<file path="src/rtl/crc_checker_crc16.sv">
// Shared crc16 engine (CCITT polynomial 0x1021, MSB first, start value {seed,seed}).
// Same engine as the transmit side so both ends agree bit for bit.
module crc16 (
  input  logic        clk,
  input  logic        nrst,
  input  logic        init,
  input  logic        en,
  input  logic [7:0]  data,
  input  logic [7:0]  seed,
  output logic [15:0] crc
);

  localparam logic [15:0] POLY = 16'h1021;

  logic [15:0] crc_q, crc_d;

  function automatic logic [15:0] crc_byte(input logic [15:0] c, input logic [7:0] d);
    logic [15:0] r;
    logic        fb;
    r = c;
    for (int i = 7; i >= 0; i--) begin
      fb = r[15] ^ d[i];
      r  = {r[14:0], 1'b0} ^ (fb ? POLY : 16'h0000);
    end
    return r;
  endfunction

  always_comb begin
    crc_d = crc_q;
    if (init)    crc_d = {seed, seed};
    else if (en) crc_d = crc_byte(crc_q, data);
  end

  always_ff @(posedge clk) begin
    if (!nrst) crc_q <= {seed, seed};
    else       crc_q <= crc_d;
  end

  assign crc = crc_q;

endmodule

</file>
<file path="config.mk">
export PLATFORM = sky130hd
export DESIGN_NAME = crc16
export DESIGN_NICKNAME = d
export VERILOG_FILES = /design/src/rtl/crc_checker_crc16.sv
export SDC_FILE = /design/constraint.sdc
export NUM_CORES = 1
export LEC_CHECK = 0
export BUFFER_PORTS_ARGS = -buffer_cell sky130_fd_sc_hd__buf_2
export CORE_MARGIN = 4
export CORE_UTILIZATION = 43
export DETAILED_ROUTE_END_ITERATION = 8
export GPL_ROUTABILITY_DRIVEN = 0
export GPL_TIMING_DRIVEN = 0
export PLACE_DENSITY = 0.73
export SLEW_MARGIN = 20
export SYNTH_ARGS = -nofsm -noshare
export SYNTH_HDL_FRONTEND = slang
export SYNTH_SLANG_ARGS = --single-unit
export TNS_END_PERCENT = 1
</file>
<file path="constraint.sdc">
create_clock -name clk -period 1.7 [get_ports clk]
set_input_delay 0 -clock clk [delete_from_list [all_inputs] [get_ports clk]]
set_output_delay 0 -clock clk [all_outputs]
set_load 0.02 [all_outputs]
</file>
==> impl_metrics.toml <==
[sta]
min_period_over_period = 0.9542
worst_slack_ns = 0.07780
timing.clock.skew_ns = 0.004492
report.final.slew_viol_count = 0
worstMarginPinSlew_ns = 0.4119
min_period_ns = 1.622
rsz0062_at_grt = "false"
finalHoldViolations = 0
relSlewSlack = 0.7254
timing.fmax_mhz = 616.4
setup_violations = 0

[cells_and_area]
area.sequential_um2 = 480.5
multiInputGateArea_um2 = 530.5
post_synthesis_to_final_layout_area_growth_pct = 24.97
final.fill_count = 203
finalNetCount = 129
antennaDiodeCount = 0
largest_reg_flops = 16
post_route_cells_drive_above_1_share = 0.4393

[global_route]
number_of_antenna_violations_at_the_first_check_in_global_routing = 0
grt_usage = 0.1288
grt_start_max_net_pins = 17
first_global_vias = 704
grt_overflow = 0
grt_first_pass_wirelength_mm = 3.118

[synthesis]
ys_top_cells_by_count = "edfxtp_1, o21ai_0, nand2_1"
yosysSeqAreaShare = 0.4770
number_of_enable_flip_flop_cells_after_synthesis = 16
postSynth.asyncResetShare = 0
syn_nets = 88
synth.ff_latch_count = 16
yosys_warnings = 0
yosys.area.top_type = "edfxtp_1"
synth.area.top_cells = "edfxtp_1, xnor3_1, xor3_1"
netlist-cell-type-count = 15
syn_avg_cell_area_um2 = 14.81
syn-instance-count = 68
synth_top_flop_cell = "edfxtp_1"
most_common_cell_in_the_synthesized_netlist = "edfxtp_1"
syn_area_mm2 = 0.001007
top_cell_type_s_share_of_synthesized_area = 0.4770

[floorplan]
fp_rows = 17
floorplan.initialDensity = 0.4553
io_pins = 36
chipWidth_um = 56.40
design.core.area_mm2 = 0.002212
die_height_um = 56.40
die_area_mm2 = 0.003180

[placed_design]
placement.io_buffers = 35
place.detailed.hpwl_mm = 1.414
dp_worst_setup_slack_ns = 0.03395

[clock_network]
hold_buffers = 0
clockBufferDepth = 2
clock_sinks = 16
cts_tree = "built"
h_tree_levels = 1
clk-insertion-delay-late_ns = 0.28
ctsRootBufferMaster = "clkbuf_4"
cts_buf_count = 3
clk_pin_slew_ns = 0.09

[min_path]
hold_path.class = "in2reg"

[critical_path]
critical_path_class = "reg2reg"
crit_path_max_fanout = 4
regToRegStartpoint = "crc[12]"
arrival_ns = 1.66
required_ns = 1.74
worst_setup_path_end_kind = "flop"
start_kind = "flop"
setup_crit_start = "crc[12]"
worst_setup_path_endpoint = "crc[5]"
worst-r2r-setup-slack_ns = 0.08
rr_worst_depth = 3
worst_r2r_endpoint = "crc[5]"

[pwr]
net-switching-power_w = 0.0004156
combinationalPowerShare = 0.447
intPower_w = 0.0009572
totalPowerFinal_w = 0.001373
power.ir.vdd_worst_mv = 0.5603
p_seq_frac = 0.410
leakage_component_of_the_power_nw = 0.5909
power.density_cell_area_mw_per_mm2 = 1091
p_sw_frac = 0.3027
pwr-share-clk = 0.143

[run_status]
run_status = "finished clean"

[routing]
drt_drc_violations_left = 0
avgViaCountPerCell = 4.815
detail_route.first_pass.iterations = 3
drt.antenna.violating_nets = 0
dr_total_vias = 650
drt-total-wl_mm = 1.833
avgRoutedWirePerCell_um = 13.58
drt_iter0_markers = 9

[run]
cap_viol_max_count = 0
## metal layers
metal | up-vias | track usage | wire [µm]
met5 | - | 0 | 0
met4 | 0 | 0.05763 | 0
met3 | 0 | 0.03908 | 135
met2 | 20 | 0.2087 | 946
met1 | 303 | 0.1575 | 751
li1 | 327 | - | -
## worst max-delay path, stage by stage (launching register included)
cell	delay, ns
edfxtp_1	0.48
xnor2_4	0.24
xnor3_1	0.40
mux2_2	0.26
## layout make-up
class | instances | share of cell area
Timing Repair Buffer | 36 | 0.1451
Multi-Input combinational cell | 50 | 0.4215
Clock buffer | 3 | 0.01789
Buffer | 2 | 0.005964
Sequential cell | 16 | 0.3817
Tap cell | 28 | 0.02783
## logic make-up (layout without fill, tap and decap cells)
| logic type | Yosys count | count (layout) | share of synthesized area |
|---|---|---|---|
| XOR/XNOR | 24 | 24 | 0.3876 |
| flip-flops | 16 | 16 | 0.4770 |
| AO/OA/AOI/OAI | 15 | 15 | 0.07453 |
| AND/OR/NAND/NOR | 10 | 10 | 0.04225 |
| buffers and inverters | 2 | 41 | 0.007456 |
| multiplexers | 1 | 1 | 0.01118 |
## how the worst min path moves through the flow
stage             from  endpoint  slack (ns)  cells after the start
3_3_place_gp   seed[1]    crc[9]        0.29                      3
4_1_cts        seed[5]   crc[13]       0.002                      3
5_1_grt        seed[5]   crc[13]        0.01                      3
6_report       seed[3]    crc[3]        0.01                      3
2_1_floorplan  seed[5]   crc[13]        0.19                      2
3_5_place_dp   seed[3]    crc[3]        0.30                      3
## stage by stage
step / TNS (ns) / utilization / hold WS (ns) / instances / instance area [µm²]
after detailed placement: 0 / 0.5503 / 0.2968 / 131 / 1217
after global placement: 0 / 0.5503 / 0.2928 / 131 / 1217
after floorplan: -0.002617 / - / 0.1871 / 68 / 1007
final: 0 / 0.5690 / 0.01066 / 135 / 1259
after global routing: 0 / 0.5690 / 0.01444 / 135 / 1259
after CTS: 0 / 0.5605 / 0.001661 / 134 / 1240
## power by group through the flow
stage	clock network, W	logic [W]	registers, W
after floorplan	0	0.000396	0.000645
after global placement	0	0.000595	0.000567
after detailed placement	0	0.000604	0.000568
after CTS	0.000205	0.000606	0.000561
after global routing	0.000221	0.000661	0.000573
final	0.000196	0.000614	0.000563
## timing repair
action / in CTS / in global routing
resized for setup: 0 / 1
buffers inserted: 0 / 1
setup endpoints to repair: 0 / 1
## cells in the final DEF, fill, tap and decap left out
cell type and count:
buf_2 35, edfxtp_1 16, o21ai_0 13, nand2_1 8
xnor2_1 7, xnor3_1 5, xnor2_2 3, xor3_1 3
xor2_1 3, clkbuf_4 3, clkbuf_1 2, xnor2_4 2
o21ai_1 2, nand2b_1 1, xnor3_4 1, mux2_2 1
or2_2 1, buf_4 1
Power figures use the tool's default switching activity.
